===== config.mk =====
export PLATFORM = sky130hd
export DESIGN_NAME = commit_arbiter
export DESIGN_NICKNAME = d
export VERILOG_FILES = /design/src/rtl/commit_arbiter.sv
export SDC_FILE = /design/constraint.sdc
export NUM_CORES = 1
export LEC_CHECK = 0
export BUFFER_PORTS_ARGS = -buffer_cell sky130_fd_sc_hd__buf_2
export CAP_MARGIN = 20
export CORE_AREA = 2 2 317 319
export DETAILED_ROUTE_END_ITERATION = 16
export DIE_AREA = 0 0 319 321
export PLACE_DENSITY_LB_ADDON = 0.1
export SLEW_MARGIN = 20
export SYNTH_ARGS = -nofsm -noshare
export SYNTH_HDL_FRONTEND = slang
export SYNTH_SLANG_ARGS = --single-unit

===== constraint.sdc =====
create_clock -name clk -period 9.8 [get_ports clk]
set_input_delay 1.96 -clock clk [delete_from_list [all_inputs] [get_ports clk]]
set_output_delay 1.96 -clock clk [all_outputs]
set_load 0.02 [all_outputs]

===== src/rtl/commit_arbiter.sv =====
// Round-robin merge of per-unit commit streams into one commit stream. Multi-beat packets
// are never interleaved, the output is buffered two deep, and retirement counters are kept.
module commit_arbiter #(
    parameter int NUM_INPUTS = 4,
    parameter int DATAW      = 128,
    parameter int NUM_LANES  = 4,
    parameter int SELW       = (NUM_INPUTS > 1) ? $clog2(NUM_INPUTS) : 1
) (
    input  logic                            clk,
    input  logic                            reset,
    input  logic [NUM_INPUTS-1:0]           valid_in,
    input  logic [NUM_INPUTS*DATAW-1:0]     data_in,
    input  logic [NUM_INPUTS*NUM_LANES-1:0] tmask_in,
    input  logic [NUM_INPUTS-1:0]           sop_in,
    input  logic [NUM_INPUTS-1:0]           eop_in,
    output logic [NUM_INPUTS-1:0]           ready_out,
    output logic                            valid_out,
    output logic [DATAW-1:0]                data_out,
    output logic [NUM_LANES-1:0]            tmask_out,
    output logic                            sop_out,
    output logic                            eop_out,
    output logic [SELW-1:0]                 sel_out,
    input  logic                            ready_in,
    output logic [63:0]                     retired_instrs,
    output logic [63:0]                     retired_threads
);

    function automatic logic [63:0] popcount(input logic [NUM_LANES-1:0] m);
        logic [63:0] n;
        n = '0;
        for (int i = 0; i < NUM_LANES; i++) begin
            n = n + 64'(m[i]);
        end
        return n;
    endfunction

    function automatic logic [SELW-1:0] next_idx(input logic [SELW-1:0] i);
        if (int'(i) == NUM_INPUTS - 1) begin
            return '0;
        end
        return i + SELW'(1);
    endfunction

    logic [1:0]       count_q, count_d;
    logic             wr_ptr_q, wr_ptr_d;
    logic             rd_ptr_q, rd_ptr_d;
    logic             lock_q, lock_d;
    logic [SELW-1:0]  lk_q, lk_d;
    logic [SELW-1:0]  rr_q, rr_d;
    logic [63:0]      instrs_q, instrs_d;
    logic [63:0]      threads_q, threads_d;

    logic [DATAW-1:0]     data_mem_q  [2];
    logic [NUM_LANES-1:0] tmask_mem_q [2];
    logic                 sop_mem_q   [2];
    logic                 eop_mem_q   [2];
    logic [SELW-1:0]      sel_mem_q   [2];

    logic                  space;
    logic [NUM_INPUTS-1:0] grant;
    logic [SELW-1:0]       gnt_idx;
    logic                  gnt_any;
    logic                  accept;
    logic                  pop;
    logic [DATAW-1:0]      acc_data;
    logic [NUM_LANES-1:0]  acc_tmask;
    logic                  acc_sop;
    logic                  acc_eop;

    // Space comes from the registered count only, so ready_in never reaches ready_out.
    assign space = (count_q != 2'd2);

    // While locked, only the packet owner is eligible; otherwise the first valid source
    // at or after rr wins. Scanning downward lets the smallest offset overwrite the rest.
    always_comb begin
        int idx;
        grant   = '0;
        gnt_idx = '0;
        gnt_any = 1'b0;
        idx     = 0;
        if (lock_q) begin
            gnt_idx = lk_q;
            gnt_any = 1'b1;
        end else begin
            for (int k = NUM_INPUTS - 1; k >= 0; k--) begin
                idx = int'(rr_q) + k;
                if (idx >= NUM_INPUTS) begin
                    idx = idx - NUM_INPUTS;
                end
                if (valid_in[idx]) begin
                    gnt_idx = SELW'(idx);
                    gnt_any = 1'b1;
                end
            end
        end
        grant[gnt_idx] = gnt_any;
    end

    assign ready_out = (space && !reset) ? grant : '0;
    assign accept    = |(valid_in & ready_out);
    assign acc_data  = data_in[int'(gnt_idx) * DATAW +: DATAW];
    assign acc_tmask = tmask_in[int'(gnt_idx) * NUM_LANES +: NUM_LANES];
    assign acc_sop   = sop_in[gnt_idx];
    assign acc_eop   = eop_in[gnt_idx];

    assign valid_out       = (count_q != 2'd0);
    assign data_out        = data_mem_q[rd_ptr_q];
    assign tmask_out       = tmask_mem_q[rd_ptr_q];
    assign sop_out         = sop_mem_q[rd_ptr_q];
    assign eop_out         = eop_mem_q[rd_ptr_q];
    assign sel_out         = sel_mem_q[rd_ptr_q];
    assign pop             = valid_out && ready_in;
    assign retired_instrs  = instrs_q;
    assign retired_threads = threads_q;

    always_comb begin
        count_d   = count_q;
        wr_ptr_d  = wr_ptr_q;
        rd_ptr_d  = rd_ptr_q;
        lock_d    = lock_q;
        lk_d      = lk_q;
        rr_d      = rr_q;
        instrs_d  = instrs_q;
        threads_d = threads_q;
        case ({accept, pop})
            2'b10:   count_d = count_q + 2'd1;
            2'b01:   count_d = count_q - 2'd1;
            default: count_d = count_q;
        endcase
        if (accept) begin
            wr_ptr_d = ~wr_ptr_q;
            if (acc_eop) begin
                lock_d = 1'b0;
                rr_d   = next_idx(gnt_idx);
            end else begin
                lock_d = 1'b1;
                lk_d   = gnt_idx;
            end
        end
        if (pop) begin
            rd_ptr_d  = ~rd_ptr_q;
            threads_d = threads_q + popcount(tmask_out);
            if (eop_out) begin
                instrs_d = instrs_q + 64'd1;
            end
        end
    end

    always_ff @(posedge clk) begin
        if (reset) begin
            count_q   <= '0;
            wr_ptr_q  <= 1'b0;
            rd_ptr_q  <= 1'b0;
            lock_q    <= 1'b0;
            lk_q      <= '0;
            rr_q      <= '0;
            instrs_q  <= '0;
            threads_q <= '0;
        end else begin
            count_q   <= count_d;
            wr_ptr_q  <= wr_ptr_d;
            rd_ptr_q  <= rd_ptr_d;
            lock_q    <= lock_d;
            lk_q      <= lk_d;
            rr_q      <= rr_d;
            instrs_q  <= instrs_d;
            threads_q <= threads_d;
        end
    end

    // Payload storage carries no reset; valid_out masks stale entries.
    always_ff @(posedge clk) begin
        if (accept) begin
            data_mem_q[wr_ptr_q]  <= acc_data;
            tmask_mem_q[wr_ptr_q] <= acc_tmask;
            sop_mem_q[wr_ptr_q]   <= acc_sop;
            eop_mem_q[wr_ptr_q]   <= acc_eop;
            sel_mem_q[wr_ptr_q]   <= gnt_idx;
        end
    end

    // A source that is not mid-packet must open with sop; such beats pass through unchanged.
    a_sop_when_unlocked: assert property (@(posedge clk) disable iff (reset)
        (accept && !lock_q) |-> acc_sop);

endmodule


# [Word level (Yosys, flattened, before mapping)]
# Memories as Yosys holds them, arrays and structs flattened. A register that Yosys moved wholly into a read port is not among the register bits.
# Cells that the tools add are included.
[word_totals] memories=5 ff_bits=137 in_bits=543 output_inout_bits=269 ram_bits=272 elab_cells=115
[op_classes] shift=2 mux=56 n_eq_ne=4 bitwise=5 n_lt_le_gt_ge=10 reduce_logical=10 add_sub_neg=15
[memory_table] name="data_mem_q" depth=2 width=128 rd=1 rd_clocked_by_memory_dff=1 write_ports=1 line="53" text="logic [DATAW-1:0] data_mem_q [2];"
[memory_table] name="tmask_mem_q" depth=2 width=4 rd=1 rd_clocked_by_memory_dff=1 write_ports=1 line="54" text="logic [NUM_LANES-1:0] tmask_mem_q [2];"
[memory_table] name="sel_mem_q" depth=2 width=2 rd=1 rd_clocked_by_memory_dff=1 write_ports=1 line="57" text="logic [SELW-1:0] sel_mem_q [2];"
[memory_table] name="eop_mem_q" depth=2 width=1 rd=1 rd_clocked_by_memory_dff=1 write_ports=1 line="56" text="logic eop_mem_q [2];"
[memory_table] name="sop_mem_q" depth=2 width=1 rd=1 rd_clocked_by_memory_dff=1 write_ports=1 line="55" text="logic sop_mem_q [2];"
[op_table] op="variable part select 512 x 10 -> 128 bit" n=1
[op_table] op="two-way mux 32 bit" n=8
[op_table] op="< comparator 32 x 4 -> 1 bit, second input constant" n=4
[op_table] op="adder 64 x 1 -> 64 bit, second input constant" n=1
[op_table] op="adder 64 x 4 -> 64 bit" n=1
[op_table] op="two-way mux 1 bit" n=32
[op_table] op="variable part select 16 x 5 -> 4 bit" n=1
[op_table] op="two-way mux 2 bit" n=7
[op_table] op="binary-select mux 1 bit (select 2 bit)" n=6
[op_table] op="subtractor 3 x 3 -> 4 bit, second input constant" n=3
[op_table] op="greater-or-equal comparator 3 bit, second input constant" n=3
[op_table] op="AND 4 bit" n=2
[op_table] op="adder 2 x 2 -> 3 bit, second input constant" n=2
[op_table] op="AND reduction 2 bit" n=3
[op_table] op="adder 2 x 1 -> 2 bit, second input constant" n=2
[op_table] op="adder 3 x 1 -> 4 bit" n=1
[op_table] op="equality test 2 x 1 -> 1 bit, second input constant" n=2
[op_table] op="two-way mux 4 bit" n=1
[op_table] op="case mux 2 bit (2 select lines)" n=1
[op_table] op="nonzero test 2 bit" n=2
[op_table] op="OR reduction 4 bit" n=1
[op_table] op="subtractor 2 x 3 -> 4 bit, second input constant" n=1
[op_table] op="adder 2 x 1 -> 3 bit" n=1
[op_table] op="adder 2 x 1 -> 3 bit, second input constant" n=1
[op_table] op="11 further kinds" n=15

# [Depth between registers and ports, before layout]
# Gate-level depths: netlist of the first run.
[depth] ltp_word=22 ltp_mapped=18 mapped_depth_nobuf=13

# [Worst setup path after synthesis of the first run]
# No wires, ideal clock.
[synth_path] path_kind="input-to-reg" startpoint="input valid_in[2]" endpoint="memory data_mem_q[0][0], enable pin" arrival_time_ps=9634 setup_ps=633 stages=13 path_slack_ps=-467 path_buffers=3 required_ps=9167 cell_sequence="nand2b_1 or3b_2 a31oi_1 nor2_1 clkbuf_1 clkbuf_1 inv_1 ha_1 nand2_1 o211a_1 a311o_1 buf_4 nor2_1"
[synth_via] elab_chain_cells=18 elab_cells_between_ends=33 cone_classes="order compare (2); mux (27); bitwise (2); reduce/logical (2)"
[synth_lines] element="start, declared" line="11" text="input logic [NUM_INPUTS-1:0] valid_in,"
[synth_lines] element="binary-select mux 1 bit (select 2 bit)" line="90" text="if (valid_in[idx]) begin"
[synth_lines] element="two-way mux 1 bit (not written as such) (2 in a row)" line="90"
[synth_lines] element="two-way mux 2 bit (4 in a row)" line="90"
[synth_lines] element="two-way mux 2 bit" line="81" text="if (lock_q) begin"
[synth_lines] element="< comparator 2 x 3 -> 1 bit (not written as such) or greater-or-equal comparator 2 x 1 -> 1 bit (tied branches)" line="96" text="grant[gnt_idx] = gnt_any;"
[synth_lines] element="logical AND 1 bit (not written as such)" line="96"
[synth_lines] element="two-way mux 1 bit (not written as such)" line="96"
[synth_lines] element="demux 1 bit (select 2 bit)" line="96"
[synth_lines] element="AND 4 bit (no source line)"
[synth_lines] element="two-way mux 4 bit" line="99" text="assign ready_out = (space && !reset) ? grant : '0;"
[synth_lines] element="AND 4 bit *" line="100" text="assign accept = |(valid_in & ready_out);"
[synth_lines] element="OR reduction 4 bit *" line="100"
[synth_lines] element="two-way mux 1 bit *" line="173" text="if (accept) begin"
[synth_lines] element="two-way mux 1 bit (not written as such) *" line="174" text="data_mem_q[wr_ptr_q] <= acc_data;"
[synth_lines] element="end, declared" line="53"
# Mark *: on every way between the ends. The rest lies on a longest branch, timed or not. The select of a mux whose other input is x is not followed.

# [Worst setup path in the final report of the first run]
[layout_path] startpoint="input valid_in[2]" endpoint="output ready_out[2]"
[layout_via] elab_chain_cells=14 elab_cells_between_ends=29 cone_classes="order compare (2); mux (25); bitwise (1); reduce/logical (1)"
[layout_lines] element="binary-select mux 1 bit (select 2 bit)" line="90"
[layout_lines] element="two-way mux 1 bit (not written as such) (2 in a row)" line="90"
[layout_lines] element="two-way mux 2 bit (4 in a row)" line="90"
[layout_lines] element="two-way mux 2 bit" line="81"
[layout_lines] element="< comparator 2 x 3 -> 1 bit (not written as such) or greater-or-equal comparator 2 x 1 -> 1 bit (tied branches)" line="96"
[layout_lines] element="logical AND 1 bit (not written as such)" line="96"
[layout_lines] element="two-way mux 1 bit (not written as such)" line="96"
[layout_lines] element="demux 1 bit (select 2 bit)" line="96"
[layout_lines] element="AND 4 bit (no source line) *"
[layout_lines] element="two-way mux 4 bit *" line="99"
[layout_lines] element="end, declared" line="16" text="output logic [NUM_INPUTS-1:0] ready_out,"
# Marked as above.

==> impl_metrics.py, run 1 <==
metrics = {
    "outcome": {
        "status": "complete, no violations",
    },
    "setup_path": {
        "crit_type": "input port to primary output",
        "setup.worst_path.end_class": "primary output",
        "critical_path_arrival_ns": 4.10,
        "worstPathMaxFanout": 61,
        "cp.required_ns": 7.84,
        "cp-start-kind": "input port",
    },
    "route": {
        "drt_wl_total_microns": 79500,
        "drt_pass1_iterations": 5,
        "via_per_inst": 4.32,
        "drc": 0,
        "final_antenna_net_count": 0,
        "vias": 17832,
        "wl_per_cell_microns": 19.2,
        "drt_iter0_markers": 787,
    },
    "clocking": {
        "htreeDepth": 2,
        "cts_hold_buf": 0,
        "cts_tree": "done",
        "clock_latency_ns": 0.60,
        "cts_buffers": 51,
        "clk_path_buf_depth": 3,
        "cts.sinks": 410,
        "cts_setup_buffers": 0,
        "clk_pin_slew_ns": 0.05,
        "cts.repair.resized": 0,
        "cts_root_buf": "clkbuf_16",
    },
    "yosys": {
        "synth_edf_count": 272,
        "async_flop_share_pct": 0,
        "syn_area_per_cell_sq_um": 9.83,
        "syn-cell-area_sq_mm": 0.0200,
        "synth_fp_nets": 2586,
        "syn_inst": 2036,
        "yosysSeqAreaShare_pct": 54.6,
        "synth_cell_types": 52,
        "ys.flop_type": "edfxtp_1",
        "yosysWarnings": 0,
        "ys_seq_elements": 410,
    },
    "job": {
        "drv_cap": 0,
    },
    "floorplan": {
        "dieWidth_microns": 319,
        "start_util_pct": 20.2,
        "die_y_microns": 321,
        "placeableCoreArea_sq_mm": 0.0993,
        "rows": 116,
        "io_pins": 812,
        "dieArea_sq_mm": 0.102,
    },
    "grt": {
        "grt_max_degree": 137,
        "track_usage_pct": 14.7,
        "grt_pass1_wl_microns": 115000,
        "antenna_found_initial": 8,
        "first_global_vias": 18170,
        "gr-total-overflow": 0,
    },
    "timing": {
        "fin_skew_ns": 0.0237,
        "setup_tns_ns": 0,
        "grt_setup_unrepaired": "no",
        "setup_ws_ns": 3.74,
        "setup_viol": 0,
        "tightest_slew_ns": 1.10,
        "period_share_pct": 61.8,
        "slew_headroom_pct": 26.7,
        "fmax_mhz": 165,
        "finalHoldViolations": 0,
        "fin_crit_ns": 6.06,
        "drv_slew": 0,
    },
    "place": {
        "io_buffers": 811,
        "hpwl_microns": 58700,
        "dp_cells": 4035,
        "dp_slack_ns": 3.71,
        "placed_area_sq_mm": 0.0254,
        "place_congestion": 0.830,
    },
    "layout": {
        "final_common_cell": "buf_2",
        "drive_gt1_share_pct": 37.4,
        "final_area_sq_mm": 0.0270,
        "final_cell_mix": "810 x buf_2, 590 x nand2_1, 272 x edfxtp_1, 153 x and3_1, 142 x nor2_1",
        "synthToLayoutAreaGrowth_pct": 34.8,
        "fin_cells": 4129,
        "layout.nets": 3340,
    },
    "power_and_ir_drop": {
        "p_total_mw": 9.21,
        "p_leak_nw": 11.5,
        "ir_drop_mv": 0.266,
        "power_per_cell_area_mw_per_mm2": 341,
    },
    "hold_path": {
        "hp-class": "register to register",
    },
}
per-stage QoR:
step,hold WS [ns],util [%]
5_1_grt,0.499,27.2
2_1_floorplan,0.448,-
3_3_place_gp,0.464,25.6
4_1_cts,0.481,27.2
6_report,0.485,27.2
3_5_place_dp,0.472,25.6
critical path, cell delays in order:
cell	delay (ns)
buf_2	0.15
nand2b_1	0.09
a21oi_1	0.14
o21ai_0	0.15
o21ai_4	0.36
buf_4	0.51
inv_8	0.25
nor3_1	0.25
buf_2	0.19
final cells by class:
class,count,area (sq um)
Sequential cell,410,10900
Clock inverter,21,169
Inverter,25,106
Timing Repair Buffer,827,4210
Multi-Input combinational cell,1475,8520
Antenna cell,1,2.50
Tap cell,1298,1620
Clock buffer,72,1430
Fill cell,10751,72300
report_power, final:
part	internal (mW)	leakage [nW]	switching [mW]
clock	1.07	0.787	0.749
sequential	2.75	3.61	0.124
combinational	1.43	7.07	3.10
layer usage:
layer | wire, microns | share of wire (%) | vias to the layer above | global-route usage (%)
met5 | 22 | 0.028 | - | 0
met4 | 1760 | 2.2 | 4 | 3.78
met3 | 6710 | 8.4 | 85 | 5.02
met2 | 39700 | 50 | 617 | 26.3
met1 | 31200 | 39 | 8509 | 16.8
li1 | - | - | 8617 | -
flip-flops by register name, summed over array words and instances (netlist names), named ones only:
signal           flops
lock_q               1
sel_mem_q            4
sop_mem_q            2
lk_q                 2
eop_mem_q            2
wr_ptr_q             1
rd_ptr_q             1
rr_q                 2
count_q              2
data_mem_q         256
tmask_mem_q          8
retired_threads     64
retired_instrs      64
logic make-up after synthesis:
group / after synthesis / synth area share (%)
buffers and inverters: 151 / 2.98
xor gates and xnor gates: 118 / 5.16
AOI/OAI and AO/OA: 179 / 5.49
muxes: 143 / 8.01
DFF: 410 / 54.6
adders and majority gates: 7 / 0.550
and+or+nand+nor: 1028 / 23.2
cells in the mapped netlist (all sizes together) (4+ instances only):
cell	number	area, sq um
nand3	51	265
dfxtp	138	2760
a31oi	134	838
edfxtp	272	8170
or3	17	109
o21ai	19	98.9
mux2	137	1540
a21oi	17	85.1
mux2i	6	60.1
clkbuf	98	368
nor2	146	556
and4	11	96.3
xnor2	27	236
nand2	591	2230
nand4	20	131
and3	153	957
buf	28	135
inv	25	93.8
nor3	12	60.1
nor4	8	110
and2	4	26.3
xor2	91	797
nor2b	5	31.3
ha	4	50.1
final timing paths:
kind          startpoint                   to  slack (ns)  cells past startpoint
max reg2reg     register  retired_threads[43]        4.60                     12
min reg2reg      lk_q[0]              lk_q[0]        0.49                      2
min              lk_q[0]              lk_q[0]        0.49                      2
max          valid_in[2]         ready_out[2]        3.74                      9
(Power assumes the default switching activity.)
==> run 2: changes to the inputs <==
==> constraint.sdc (replaced) <==
create_clock -name clk -period 5.55 [get_ports clk]
set_input_delay 1.11 -clock clk [delete_from_list [all_inputs] [get_ports clk]]
set_output_delay 1.11 -clock clk [all_outputs]
set_load 0.02 [all_outputs]
==> run 2 against run 1 <==
  * Sequential share of layout area is 0.14 points lower
  * Sequential power grew 76%
  * Power up 77%
  * Register-to-register slack worse by 3.1 ns
  * Cell area increased by 0.36%
  * Global-route usage is 0.44 points lower
  * Clock power increased by 72%
  * Clock skew grew 0.0098 ns
  * Count of clock-buffer cells in the layout stayed put
  * Wire length fell by 2.5%
  * Largest cell class unchanged
==> impl_metrics.py, run 2 (same netlist as run 1, synthesis figures left out) <==
metrics = {
    "route": {
        "wl_per_cell_microns": 18.7,
        "drt_pass1_iterations": 5,
        "via_per_inst": 4.32,
        "final_antenna_net_count": 0,
        "drc": 0,
        "drt_iter0_markers": 829,
        "drt_wl_total_microns": 77500,
        "vias": 17860,
    },
    "place": {
        "dp_slack_ns": 1.18,
        "dp_cells": 4040,
        "place_congestion": 0.848,
        "hpwl_microns": 58300,
        "io_buffers": 811,
    },
    "timing": {
        "grt_setup_unrepaired": "no",
        "fin_crit_ns": 4.22,
        "fin_skew_ns": 0.0335,
        "setup_viol": 0,
        "fmax_mhz": 237,
        "slew_headroom_pct": 31.7,
        "whs_ns": 0.483,
        "setup_ws_ns": 1.33,
        "drv_slew": 0,
        "tightest_slew_ns": 1.02,
        "finalHoldViolations": 0,
        "period_share_pct": 76.1,
    },
    "floorplan": {
        "placeableCoreArea_sq_mm": 0.0993,
        "dieWidth_microns": 319,
        "die_y_microns": 321,
        "start_util_pct": 20.2,
        "dieArea_sq_mm": 0.102,
        "io_pins": 812,
        "rows": 116,
    },
    "power_and_ir_drop": {
        "pwr-share-comb_pct": 49.9,
        "power_per_cell_area_mw_per_mm2": 602,
        "seqPwrFrac_pct": 30.9,
        "p_switching_mw": 7.05,
        "p_total_mw": 16.3,
        "cell_internal_pwr_mw": 9.26,
        "switching_share_pct": 43.2,
        "ir_drop_mv": 0.581,
        "p_leak_nw": 11.5,
        "clkPwrFrac_pct": 19.2,
    },
    "clocking": {
        "clock_latency_ns": 0.60,
        "cts.sinks": 410,
        "clk_pin_slew_ns": 0.06,
        "cts_hold_buf": 0,
        "cts_tree": "done",
        "cts_setup_buffers": 0,
        "clk_path_buf_depth": 3,
        "htreeDepth": 2,
        "cts.repair.resized": 0,
        "cts_buffers": 51,
        "cts_root_buf": "clkbuf_16",
    },
    "grt": {
        "antenna_found_initial": 5,
        "grt_max_degree": 154,
        "track_usage_pct": 14.3,
        "gr-total-overflow": 0,
        "grt_pass1_wl_microns": 112000,
        "first_global_vias": 17810,
    },
    "layout": {
        "synthToLayoutAreaGrowth_pct": 35.3,
        "final_cell_mix": "810 x buf_2, 590 x nand2_1, 272 x edfxtp_1, 153 x and3_1, 142 x nor2_1",
        "largest_register_ffs": 256,
        "layout.nets": 3345,
        "top_register": "data_mem_q",
        "final.fill_count": 10745,
        "final_common_cell": "buf_2",
        "fin_cells": 4135,
        "drive_gt1_share_pct": 37.4,
    },
    "setup_path": {
        "cp-start-kind": "input port",
        "setup.worst_path.end_class": "primary output",
        "critical_path_arrival_ns": 3.11,
        "worstPathMaxFanout": 37,
        "crit_type": "input port to primary output",
        "cp.required_ns": 4.44,
        "cp_common_cell": "buf_2",
        "path_cells": "buf_2 > nand2b_1 > or3b_2 > a31oi_1 > nor2_4 > buf_4 > inv_6 > nor3_1 > buf_2",
        "max_stage_delay_ns": 0.44,
        "crit_path_top_delay_cell": "or3b_2",
    },
    "outcome": {
        "status": "complete, no violations",
    },
    "hold_path": {
        "hp-class": "register to register",
    },
    "job": {
        "drv_cap": 0,
    },
}
-- run 2: cell count changes in the layout (fill, tap and decap cells not counted), sizes merged --
cell,previous run,this run
buf,827,832
diode,1,2
bufinv,2,1
clkinvlp,0,4
clkinv,16,15
inv,28,26
-- run 2: cell type report --
class / instances / area [sq um] / area share (%)
clock inverters: 21 / 151 / 0.559
clock buffers: 72 / 1420 / 5.23
inverters: 25 / 106 / 0.393
flip-flops and latches: 410 / 10900 / 40.4
multi-input cells: 1475 / 8520 / 31.5
diodes: 2 / 5.00 / 0.0185
well taps: 1298 / 1620 / 6.00
repair buffers: 832 / 4330 / 16.0
-- run 2: final timing paths --
kind | slack (ns) | from | to | cells after the start
max | 1.33 | valid_in[2] | ready_out[0] | 9
min | 0.48 | lk_q[0] | lk_q[0] | 2
max reg2reg | 1.54 | register | retired_threads[43] | 12
min reg2reg | 0.48 | lk_q[0] | lk_q[0] | 2
-- run 2: routing by layer --
layer,wire length (microns),vias to the layer above,track usage (%)
met3,6120,96,4.46
met5,40,-,0
li1,-,8625,-
met4,1780,6,3.72
met2,39100,589,25.8
met1,30500,8544,16.3
-- run 2: worst max-delay path: cells and delay by family --
| kind | cells | cell delay (ns) |
|---|---|---|
| buffers and inverters | 4 | 0.85 |
| AOI/OAI and AO/OA | 1 | 0.35 |
| and+or+nand+nor | 4 | 0.75 |
-- run 2: power by group through the flow --
stage / combinational, mW / sequential (mW) / clock, mW
after floorplan: 5.12 / 5.09 / 0
after global placement: 8.30 / 5.10 / 0
after detailed placement: 8.38 / 5.12 / 0
after CTS: 8.42 / 5.06 / 3.27
after global routing: 8.94 / 5.14 / 3.38
final: 8.13 / 5.05 / 3.13
-- run 2: metrics by stage --
stage	util [%]	instance area [sq um]	setup TNS [ns]
finish	27.3	27100	0
global route	27.3	27100	0
CTS	27.3	27100	0
detailed placement	25.7	25500	0
global placement	25.7	25500	0
floorplan	-	20000	-420.78
